===== config.mk =====
export PLATFORM = sky130hd
export DESIGN_NAME = alu_seq_ctrl
export DESIGN_NICKNAME = d
export VERILOG_FILES = /design/src/rtl/alu_pkg.sv /design/src/rtl/alu_regfile.sv /design/src/rtl/alu_seq_ctrl.sv
export SDC_FILE = /design/constraint.sdc
export NUM_CORES = 1
export LEC_CHECK = 0
export ABC_CLOCK_PERIOD_IN_PS = 2000
export BUFFER_PORTS_ARGS = -buffer_cell sky130_fd_sc_hd__buf_2
export CAP_MARGIN = 15
export CORE_AREA = 5 5 129 100
export CTS_CLUSTER_DIAMETER = 50
export CTS_CLUSTER_SIZE = 12
export DETAILED_ROUTE_END_ITERATION = 7
export DIE_AREA = 0 0 134 105
export GPL_TIMING_DRIVEN = 0
export SYNTH_ARGS = -nofsm -noshare
export SYNTH_HDL_FRONTEND = slang
export SYNTH_SLANG_ARGS = --single-unit

===== constraint.sdc =====
create_clock -name clk -period 2 [get_ports clk]
set_input_delay 0.4 -clock clk [delete_from_list [all_inputs] [get_ports clk]]
set_output_delay 0.4 -clock clk [all_outputs]
set_load 0.05 [all_outputs]

===== src/rtl/alu_pkg.sv =====
// Shared definitions for the ALU sequencer: op encodings, instruction layout
// and the controller state encoding.
package alu_pkg;

    typedef enum logic [2:0] {
        OP_FWD  = 3'd0,
        OP_ADD  = 3'd1,
        OP_SUB  = 3'd2,
        OP_NOT  = 3'd3,
        OP_OR   = 3'd4,
        OP_AND  = 3'd5,
        OP_XOR  = 3'd6,
        OP_SHL2 = 3'd7
    } alu_op_e;

    typedef enum logic [1:0] {
        IDLE = 2'd0,
        EXEC = 2'd1,
        WAIT = 2'd2,
        WB   = 2'd3
    } seq_state_e;

    // Field order fixes the bit positions: [15:13] op, [12] imm_sel,
    // [11:10] rd, [9:8] rs1, [7:0] imm (rs2 lives in imm[1:0]).
    typedef struct packed {
        alu_op_e    op;
        logic       imm_sel;
        logic [1:0] rd;
        logic [1:0] rs1;
        logic [7:0] imm;
    } instr_t;

    function automatic logic [1:0] rs2Of(input instr_t i);
        return i.imm[1:0];
    endfunction

endpackage


===== src/rtl/alu_regfile.sv =====
// 4x8 register file: one synchronous write port, two combinational read
// ports and a combinational debug read port, cleared by async reset.
module alu_regfile
    import alu_pkg::*;
(
    input  logic       clk,
    input  logic       rst_n,
    input  logic       we_i,
    input  logic [1:0] waddr_i,
    input  logic [7:0] wdata_i,
    input  logic [1:0] raddr_a_i,
    output logic [7:0] rdata_a_o,
    input  logic [1:0] raddr_b_i,
    output logic [7:0] rdata_b_o,
    input  logic [1:0] dbg_addr_i,
    output logic [7:0] dbg_data_o
);

    logic [7:0] regs_q [4];

    always_ff @(posedge clk or negedge rst_n) begin
        if (!rst_n) begin
            for (int i = 0; i < 4; i++) begin
                regs_q[i] <= '0;
            end
        end else if (we_i) begin
            regs_q[waddr_i] <= wdata_i;
        end
    end

    assign rdata_a_o  = regs_q[raddr_a_i];
    assign rdata_b_o  = regs_q[raddr_b_i];
    assign dbg_data_o = regs_q[dbg_addr_i];

endmodule


===== src/rtl/alu_seq_ctrl.sv =====
// Single-issue ALU sequencer: accepts one instruction at a time, drives the
// shared clocked ALU, waits out its latency and writes the result back.
module alu_seq_ctrl
    import alu_pkg::*;
#(
    parameter int ALU_LAT = 1,
    parameter int OPC_W   = 8
) (
    input  logic             clk,
    input  logic             rst_n,
    input  logic             instr_valid,
    output logic             instr_ready,
    input  logic [15:0]      instr,
    output logic             alu_en,
    output logic [OPC_W-1:0] alu_opcode,
    output logic [7:0]       alu_in_1,
    output logic [7:0]       alu_in_2,
    input  logic [7:0]       alu_out,
    output logic             done,
    output logic [7:0]       result,
    output logic             flag_z,
    output logic             flag_n,
    output logic             busy,
    input  logic [1:0]       dbg_addr,
    output logic [7:0]       dbg_data
);

    // Last WAIT count before moving to WB; unused when ALU_LAT is 1.
    localparam logic [1:0] WAIT_LAST = (ALU_LAT >= 2) ? 2'(ALU_LAT - 2) : 2'd0;

    seq_state_e       state_q, state_d;
    logic [1:0]       cnt_q, cnt_d;
    logic [1:0]       rd_q;
    logic [OPC_W-1:0] alu_opcode_q;
    logic [7:0]       alu_in_1_q, alu_in_2_q;
    logic             done_q;
    logic [7:0]       result_q;
    logic             flag_z_q, flag_n_q;

    instr_t     instr_w;
    logic       accept;
    logic       wb_en;
    logic [7:0] rdata_a, rdata_b;

    assign instr_w = instr_t'(instr);
    assign accept  = instr_ready && instr_valid;
    assign wb_en   = (state_q == WB);

    // Operands are read in the accept cycle, after any previous write-back
    // has landed, so rd -> rs forwarding is never needed.
    alu_regfile u_regfile (
        .clk        (clk),
        .rst_n      (rst_n),
        .we_i       (wb_en),
        .waddr_i    (rd_q),
        .wdata_i    (alu_out),
        .raddr_a_i  (instr_w.rs1),
        .rdata_a_o  (rdata_a),
        .raddr_b_i  (rs2Of(instr_w)),
        .rdata_b_o  (rdata_b),
        .dbg_addr_i (dbg_addr),
        .dbg_data_o (dbg_data)
    );

    always_ff @(posedge clk or negedge rst_n) begin
        if (!rst_n) begin
            state_q <= IDLE;
            cnt_q   <= '0;
        end else begin
            state_q <= state_d;
            cnt_q   <= cnt_d;
        end
    end

    always_comb begin
        state_d = state_q;
        cnt_d   = cnt_q;
        unique case (state_q)
            IDLE: begin
                if (instr_valid) begin
                    state_d = EXEC;
                end
            end
            EXEC: begin
                cnt_d   = '0;
                state_d = (ALU_LAT == 1) ? WB : WAIT;
            end
            WAIT: begin
                if (cnt_q == WAIT_LAST) begin
                    state_d = WB;
                end else begin
                    cnt_d = cnt_q + 2'd1;
                end
            end
            WB: begin
                state_d = IDLE;
            end
            default: begin
                state_d = IDLE;
            end
        endcase
    end

    always_comb begin
        instr_ready = (state_q == IDLE);
        alu_en      = (state_q == EXEC);
        busy        = ~instr_ready;
    end

    // Opcode and operands are captured at accept and held until the next one,
    // which keeps them stable for the whole EXEC..WB window.
    always_ff @(posedge clk or negedge rst_n) begin
        if (!rst_n) begin
            rd_q         <= '0;
            alu_opcode_q <= '0;
            alu_in_1_q   <= '0;
            alu_in_2_q   <= '0;
        end else if (accept) begin
            rd_q         <= instr_w.rd;
            alu_opcode_q <= OPC_W'(instr_w.op);
            alu_in_1_q   <= rdata_a;
            alu_in_2_q   <= instr_w.imm_sel ? instr_w.imm : rdata_b;
        end
    end

    always_ff @(posedge clk or negedge rst_n) begin
        if (!rst_n) begin
            done_q   <= 1'b0;
            result_q <= '0;
            flag_z_q <= 1'b0;
            flag_n_q <= 1'b0;
        end else begin
            done_q <= wb_en;
            if (wb_en) begin
                result_q <= alu_out;
                flag_z_q <= (alu_out == 8'h00);
                flag_n_q <= alu_out[7];
            end
        end
    end

    assign alu_opcode = alu_opcode_q;
    assign alu_in_1   = alu_in_1_q;
    assign alu_in_2   = alu_in_2_q;
    assign done       = done_q;
    assign result     = result_q;
    assign flag_z     = flag_z_q;
    assign flag_n     = flag_n_q;

endmodule


---- Yosys cells after proc, flatten, opt, wreduce, memory -nomap -nowiden ----
Index checks and enable logic that the tools add are counted.
cells by class
  eq/ne operators ......................... 6
  bitwise gates (word level) .............. 5
  add/sub/neg operators ................... 1
  reductions and logical operators ........ 8
  muxes and demuxes ....................... 18
  magnitude comparators ................... 5
operator list
  kind                                                                  number
  8-bit 2-to-1 mux                                                      8
  8-bit binary-select mux with 2-bit select                             3
  32-bit bitwise mux                                                    1
  8-bit demux with 2-bit select                                         1
  3-bit >= comparator, second input constant                            4
  2-bit inverter with 3-bit output                                      4
  8-bit zero test                                                       1
  2-bit one-hot mux with 4 select lines                                 1
  2-bit 2-to-1 mux                                                      3
  2-bit inequality test, second input constant                          3
  2-bit == test, second input constant                                  2
  2-bit zero test                                                       2
  2-bit one-hot mux with 2 select lines                                 1
  2-bit AND reduction                                                   2
  3-bit by 1-bit < comparator with 1-bit output, second input constant  1
  2-bit by 1-bit adder with 2-bit output, second input constant         1
  2-bit by 1-bit == test with 1-bit output, second input constant       1
  1-bit logical AND                                                     2
  2-bit nonzero test                                                    1
  1-bit inverter                                                        1
storage, ports and cells
  bits in registers ....................... 68
  logic and storage cells ................. 57
  input bits .............................. 29

---- Depth between registers and ports, before layout ----
Gate-level depths: netlist of run 1.
  word-level depth ........................ 6
  mapped depth ............................ 7

---- By module ----
Synthesis of run 1 repeated with hierarchy kept, for this count alone.
unflattened totals
  cells, all modules ...................... 219
  area, all modules ....................... 3397.0 sq um
modules (own cells, without submodules)
  module        cells an instance  area each (sq um)  instances
  alu_regfile   98                 1779.2             1
  alu_seq_ctrl  121                1617.8             1

---- Worst setup path after synthesis of run 1 ----
OpenSTA, ideal clock, no wires.
  path type ............................... register -> register
  from .................................... register state_q[0]
  to ...................................... register state_q[1]
  arrival time ............................ 1687 ps
  cell stages (with the launch flop) ...... 6
  slack ................................... 188 ps
  data required time ...................... 1875 ps
  setup time .............................. 125 ps
  buffers on the path ..................... 0
  clock period less this slack ............ 1812 ps
  cell sequence ........................... dfrtp_1 inv_1 ha_1 inv_1 o21ai_0 mux2_2
between the ends
  longest elaborated chain between the ends .. 3
RTL lines
  item                             RTL line            text
  start, declared                  alu_seq_ctrl.sv:31  seq_state_e state_q, state_d;
  start signal, assigned           alu_seq_ctrl.sv:70  state_q <= state_d;
  2-bit zero test (*)              --
  via instr_ready                  alu_seq_ctrl.sv:12  output logic instr_ready,
  2-bit inequality test (no line)  --
  2-bit AND reduction (no line)    --
The timed path passes the listed nets; every way through them passes the cells marked *.
A chain may end at the register's enable or synchronous reset.

---- Final worst setup path of run 1 ----
  from .................................... input port dbg_addr[0]
  to ...................................... output port dbg_data[3]
between the ends
  longest elaborated chain between the ends .. 4
RTL lines
  item                                                    RTL line            text
  start, declared                                         alu_seq_ctrl.sv:24  input logic [1:0] dbg_addr,
  2-bit inverter with 3-bit output (implied by the code)  alu_regfile.sv:33   assign dbg_data_o = regs_q[dbg_addr_i];
  8-bit binary-select mux with 2-bit select               alu_regfile.sv:33
  8-bit 2-to-1 mux (implied by the code) (2 in a row)     alu_regfile.sv:33
  end, declared                                           alu_seq_ctrl.sv:25  output logic [7:0] dbg_data
Every way passes these cells. The select of a mux whose other input is x is not followed.

==> results of run 1 <==
## registers in the layout, indices dropped and copies added (netlist names)
name	flops
result	8
cnt_q	2
flag_z	1
rd_q	2
done	1
alu_in_1	8
u_regfile.regs_q	32
alu_in_2	8
alu_opcode	3
state_q	2
## worst register-to-register path, stage by stage (launching register included)
cell and delay, ns:
dfrtp_1 0.41, ha_1 0.19, buf_2 0.16, nor3b_4 0.49
mux2_2 0.40
## power groups by stage
stage | Clock [W] | Sequential [W] | Combinational [W]
after global routing | 0.00172 | 0.00267 | 0.00417
after CTS | 0.00166 | 0.00256 | 0.00397
after detailed placement | 0 | 0.00257 | 0.00395
after global placement | 0 | 0.00252 | 0.00391
final | 0.00162 | 0.00257 | 0.00391
after floorplan | 0 | 0.00345 | 0.00214
## area by class of cell
cell class	count	area, um2
fillers	1080	7240
flip-flops and latches	67	1680
multi-input cells	135	1550
repair buffers	62	313
clock buffers	15	278
well taps	144	180
plain buffers	18	139
clock inverters	1	30.0
inverters	8	30.0
## kinds of logic after synthesis
kind of cell / Yosys count / synth area share
buffers and inverters: 26 / 0.0499
adders and majority gates: 7 / 0.0259
other: 1 / 0.00111
DFF: 67 / 0.495
and+or+nand+nor: 22 / 0.0381
AOI/OAI and AO/OA: 14 / 0.0214
muxes: 87 / 0.368
## per-stage QoR
stage / total power (W) / std cells / area [um2]
finish: 0.00810 / 450 / 4200
global route: 0.00855 / 450 / 4200
CTS: 0.00819 / 450 / 4200
detailed placement: 0.00653 / 434 / 3890
global placement: 0.00643 / 434 / 3890
floorplan: 0.00559 / 228 / 3400
## Yosys cell counts (all sizes together)
master   n  share of area
nor4     2         0.0037
a21oi    6         0.0089
nand3b   2         0.0044
dfrtp   67           0.50
o21ai    6         0.0089
buf     15          0.032
clkbuf   3         0.0092
or3      2         0.0037
ha       7          0.026
mux4    22           0.15
nor3b    1         0.0055
mux2    56           0.20
mux2i    9          0.027
conb     1         0.0011
and2     1         0.0022
a31oi    2         0.0037
inv      8         0.0089
nor2     8         0.0089
nand3    4         0.0059
nand2b   2         0.0037
## how the worst max path moves through the flow
stage | startpoint | endpoint | slack (ns) | depth (start not counted)
after floorplan | state_q[0] | state_q[1] | 0.19 | 5
after global routing | dbg_addr[0] | dbg_data[6] | 0.04 | 3
after CTS | dbg_addr[1] | dbg_data[3] | 0.05 | 3
after global placement | dbg_addr[0] | dbg_data[6] | 0.08 | 3
final | dbg_addr[0] | dbg_data[3] | 0.08 | 3
after detailed placement | dbg_addr[0] | dbg_data[3] | 0.07 | 3
## per-layer routing
layer | share of wire | wire length [um]
met1 | 0.48 | 3880
met4 | 0.011 | 88
met3 | 0.061 | 487
met2 | 0.44 | 3570
met5 | 0 | 0
==> run_results.csv, run 1 <==
group,metric,value,unit
clocking,clockBufferDepth,2,
global_routing,grt_overflow,0,
timing,rsz0062_at_grt,"false",
setup_path,crit_slowest_cell,"mux4_2",
layout,final_cell_mix,"dfrtp_1, buf_2, mux2_2",
route,wire_per_inst,17.8,um
setup_path,worst_setup_path_start_kind,"primary input",
die,initial_core_util,0.296,
power_and_ir_drop,p_seq_frac,0.317,
clocking,numCtsBuffers,9,
timing,slew_headroom,0.428,
synth,seq_area_frac_synth,0.495,
route,viasPerCell,4.70,
setup_path,worst_r2r_path_depth,4,
timing,min_period_over_period,0.959,
layout,finalNetCount,337,
setup_path,cp-end-kind,"output pin",
global_routing,grt_pass1_vias,2237,
die,ios,75,
power_and_ir_drop,p_leak,1.85,nW
place,dp_hpwl,5.74,mm
die,core-area,11400,um2
setup_path,cp.arrival,1.52,ns
job,max-cap-violations,0,
route,ant_nets,0,
route,drt_iter0_drc,86,
setup_path,slowest_delay,0.58,ns
timing,hold_ws,0.177,ns
power_and_ir_drop,powerDensity,1930,nW/um2
synth,yosys_warnings,0,
global_routing,grt-busiest-layer,"met2",
power_and_ir_drop,vdd_drop_max,664,uV
clocking,clkSinkCount,67,
place,port_buffers,62,
timing,fin_ws,0.0816,ns
synth,ys_types,25,
die,fp.dieH,105,um
setup_path,crit_type,"primary input to output pin",
setup_path,regToRegStartpoint,"state_q[1]",
layout,fin_util,0.367,
layout,synthToLayoutAreaGrowth,24.1,%
synth,synthCells,224,
setup_path,cp_common_cell,"buf_2",
global_routing,antenna_found_initial,0,
setup_path,cpLargestDelayFamily,"multiplexers",
setup_path,worstPathCellList,"buf_2 > mux4_2 > buf_2",
clocking,postCtsSetupRepairBufs,0,
clocking,clock_latency,0.33,ns
power_and_ir_drop,clockPowerShare,0.200,
die,rows,34,
hold_path,hp-class,"primary input to asynchronous set/reset pin",
global_routing,gr-usage-met1,0.171,
power_and_ir_drop,p_comb_frac,0.483,
global_routing,met2_usage,0.175,
timing,fin_crit,1.92,ns
synth,syn_area_per_cell,15.1,um2
setup_path,worstPathRequired,1.60,ns
global_routing,grtUsageTotal,0.120,
clocking,cts_resized,0,
clocking,cts_tree,"yes",
layout,diodes,0,
global_routing,gr-usage-met3,0.0418,
clocking,htreeDepth,3,
global_routing,grt_pass1_wl,12.7,mm
power_and_ir_drop,switching_share,0.429,
place,dp_slack,0.0675,ns
timing,finClkSkew,0.00343,ns
route,wirelength,8.03,mm
route,firstDrtPassIters,4,
clocking,holdBufCountCts,0,
power_and_ir_drop,p_int,0.00463,W
die,die_area,14100,um2
timing,drv_slew,0,
synth,syn_area,3380,um2
clocking,cts-root-buf,"clkbuf_16",
layout,final_common_cell,"dfrtp_1",
place,routabilityCongestion,0.751,
setup_path,r2r_setup_slack,0.23,ns
timing,setup_viol,0,
synth,ys_ff_latch,67,
global_routing,grt_max_degree,68,
status,status,"finished, final reports clean",
setup_path,crit_buf_inv,2,
timing,fmax,0.521,GHz
power_and_ir_drop,power_switching,0.00347,W
route,vias,2116,
clocking,clk_pin_slew,0.05,ns
layout,drive_above_1_share,0.559,
timing,hold_viol_final,0,
timing,worstMarginPinSlew,0.858,ns
setup_path,reg2reg_to,"u_regfile.regs_q[28]",
timing,fin_setup_tns,0,ns
route,drc_errors,0,
setup_path,path_max_fanout,8,
die,chipWidth,134,um
No activity file was read; power rests on OpenSTA's default activity.
==> inputs of run 2 (changes only) <==
--- a/config.mk
+++ b/config.mk
@@ -8,11 +8,11 @@
 export ABC_CLOCK_PERIOD_IN_PS = 2000
 export BUFFER_PORTS_ARGS = -buffer_cell sky130_fd_sc_hd__buf_2
 export CAP_MARGIN = 15
-export CORE_AREA = 5 5 129 100
+export CORE_AREA = 2 2 110 85
 export CTS_CLUSTER_DIAMETER = 50
 export CTS_CLUSTER_SIZE = 12
 export DETAILED_ROUTE_END_ITERATION = 7
-export DIE_AREA = 0 0 134 105
+export DIE_AREA = 0 0 112 87
 export GPL_TIMING_DRIVEN = 0
 export SYNTH_ARGS = -nofsm -noshare
 export SYNTH_HDL_FRONTEND = slang
==> run 2 against run 1 <==
Clock power about the same; sequential power about the same; critical path type unchanged; core utilization up 11 points; die area down 31%; global-route usage up 4.6 points; largest power group unchanged; cell area down 0.89%; fmax up 1.7%; sequential share of layout area up 0.36 points; highest routed layer unchanged; register-to-register slack better by 0.02 ns; final cell count down 7.1%.
==> run_results.csv, run 2 (synthesized netlist as in run 1, its figures left out) <==
group,metric,value,unit
setup_path,path_max_fanout,8,
place,placed_cell_area,3850,um2
layout,synthToLayoutAreaGrowth,23.0,%
die,fp.dieH,87,um
place,dp_slack,0.0777,ns
die,chipWidth,112,um
route,drt_iter0_drc,164,
timing,finClkSkew,0.00728,ns
global_routing,grt_max_degree,68,
die,rows,30,
clocking,postCtsSetupRepairBufs,0,
global_routing,grtUsageTotal,0.166,
hold_path,hp-class,"primary input to asynchronous set/reset pin",
layout,fillers,802,
die,die_area,9740,um2
setup_path,regToRegStartpoint,"state_q[1]",
setup_path,r2r_setup_slack,0.25,ns
setup_path,crit_end,"dbg_data[1]",
clocking,clk_pin_slew,0.05,ns
route,wire_per_inst,17.6,um
clocking,clkSinkCount,67,
setup_path,crit_path_start,"dbg_addr[0]",
setup_path,reg2reg_to,"u_regfile.regs_q[29]",
clocking,numCtsBuffers,9,
clocking,clock_latency,0.33,ns
status,status,"finished, final reports clean",
route,ant_nets,0,
timing,fin_setup_tns,0,ns
timing,fin_ws,0.114,ns
setup_path,cp.arrival,1.49,ns
global_routing,grt_overflow,0,
route,viasPerCell,5.06,
global_routing,antenna_found_initial,0,
place,dp_hpwl,5.14,mm
place,dp.cells,402,
power_and_ir_drop,p_leak,1.85,nW
global_routing,grt_pass1_vias,2203,
clocking,htreeDepth,3,
layout,finalNonFillerCells,418,
timing,hold_ws,0.176,ns
clocking,cts-root-buf,"clkbuf_16",
job,max-cap-violations,0,
setup_path,cp-end-kind,"output pin",
clocking,cts_resized,0,
timing,hold_viol_final,0,
layout,design_area,4160,um2
place,port_buffers,62,
route,vias,2113,
layout,drive_above_1_share,0.562,
timing,worstMarginPinSlew,0.846,ns
die,initial_core_util,0.385,
setup_path,worst_setup_path_start_kind,"primary input",
power_and_ir_drop,powerDensity,1950,nW/um2
timing,slew_headroom,0.436,
layout,top_register,"u_regfile.regs_q",
global_routing,grt_pass1_wl,12.2,mm
layout,final_cell_mix,"dfrtp_1, buf_2, mux2_2",
setup_path,worst_r2r_path_depth,4,
setup_path,worstPathRequired,1.60,ns
timing,min_period_over_period,0.943,
die,core-area,8780,um2
power_and_ir_drop,vdd_drop_max,859,uV
timing,fmax,0.530,GHz
route,wirelength,7.38,mm
clocking,cts_tree,"yes",
timing,fin_crit,1.89,ns
route,firstDrtPassIters,4,
timing,setup_viol,0,
layout,diodes,0,
layout,finalNetCount,337,
route,drc_errors,0,
timing,rsz0062_at_grt,"false",
die,ios,75,
clocking,clockBufferDepth,2,
place,routabilityCongestion,0.761,
layout,largest_reg_flops,32,
setup_path,crit_type,"primary input to output pin",
layout,final_common_cell,"dfrtp_1",
timing,drv_slew,0,
clocking,holdBufCountCts,0,
run 2: worst max-delay path: stages:
cell and delay [ns]:
buf_2 0.28, mux4_2 0.57, buf_2 0.23
run 2: worst min-delay path by stage:
stage / from / endpoint / slack (ns) / cells after the start
after global routing: rst_n / result[2] / 0.25 / 1
after global placement: alu_opcode[1] / alu_opcode[1] / 0.48 / 1
after CTS: rst_n / result[2] / 0.22 / 1
final: rst_n / result[2] / 0.18 / 1
after floorplan: rst_n / alu_in_1[0] / 0.10 / 0
after detailed placement: cnt_q[0] / cnt_q[0] / 0.49 / 1
run 2: layout make-up:
class                      instances  area (um2)  area share
timing repair buffer              62         313      0.0751
clock inverter                     5        77.6      0.0186
sequential                        67        1680       0.403
tap                              112         140      0.0337
clock buffer                      11         233      0.0559
buffer                            18         139      0.0334
multi-input combinational        135        1550       0.373
inverter                           8        30.0     0.00721
run 2: per-stage QoR:
step | total power (W) | util
2_1_floorplan | 0.00559 | -
3_3_place_gp | 0.00640 | 0.438
3_5_place_dp | 0.00649 | 0.439
4_1_cts | 0.00817 | 0.474
5_1_grt | 0.00854 | 0.474
6_report | 0.00810 | 0.474
run 2: routing by layer:
metal  wire (um)  share of wire  up-vias  global-route usage
met1        3590           0.49     1043               0.249
met5           0              0        -                   0
met2        3160           0.43       80               0.232
met4          80          0.011        0              0.0477
li1            -              -      980                   -
met3         540          0.073       10              0.0543
run 2: power breakdown:
group          leakage, nW  internal [W]  switching [W]  total, W
logic                0.915       0.00153        0.00236   0.00389
registers            0.787       0.00203       0.000537   0.00257
clock network        0.150       0.00109       0.000557   0.00164
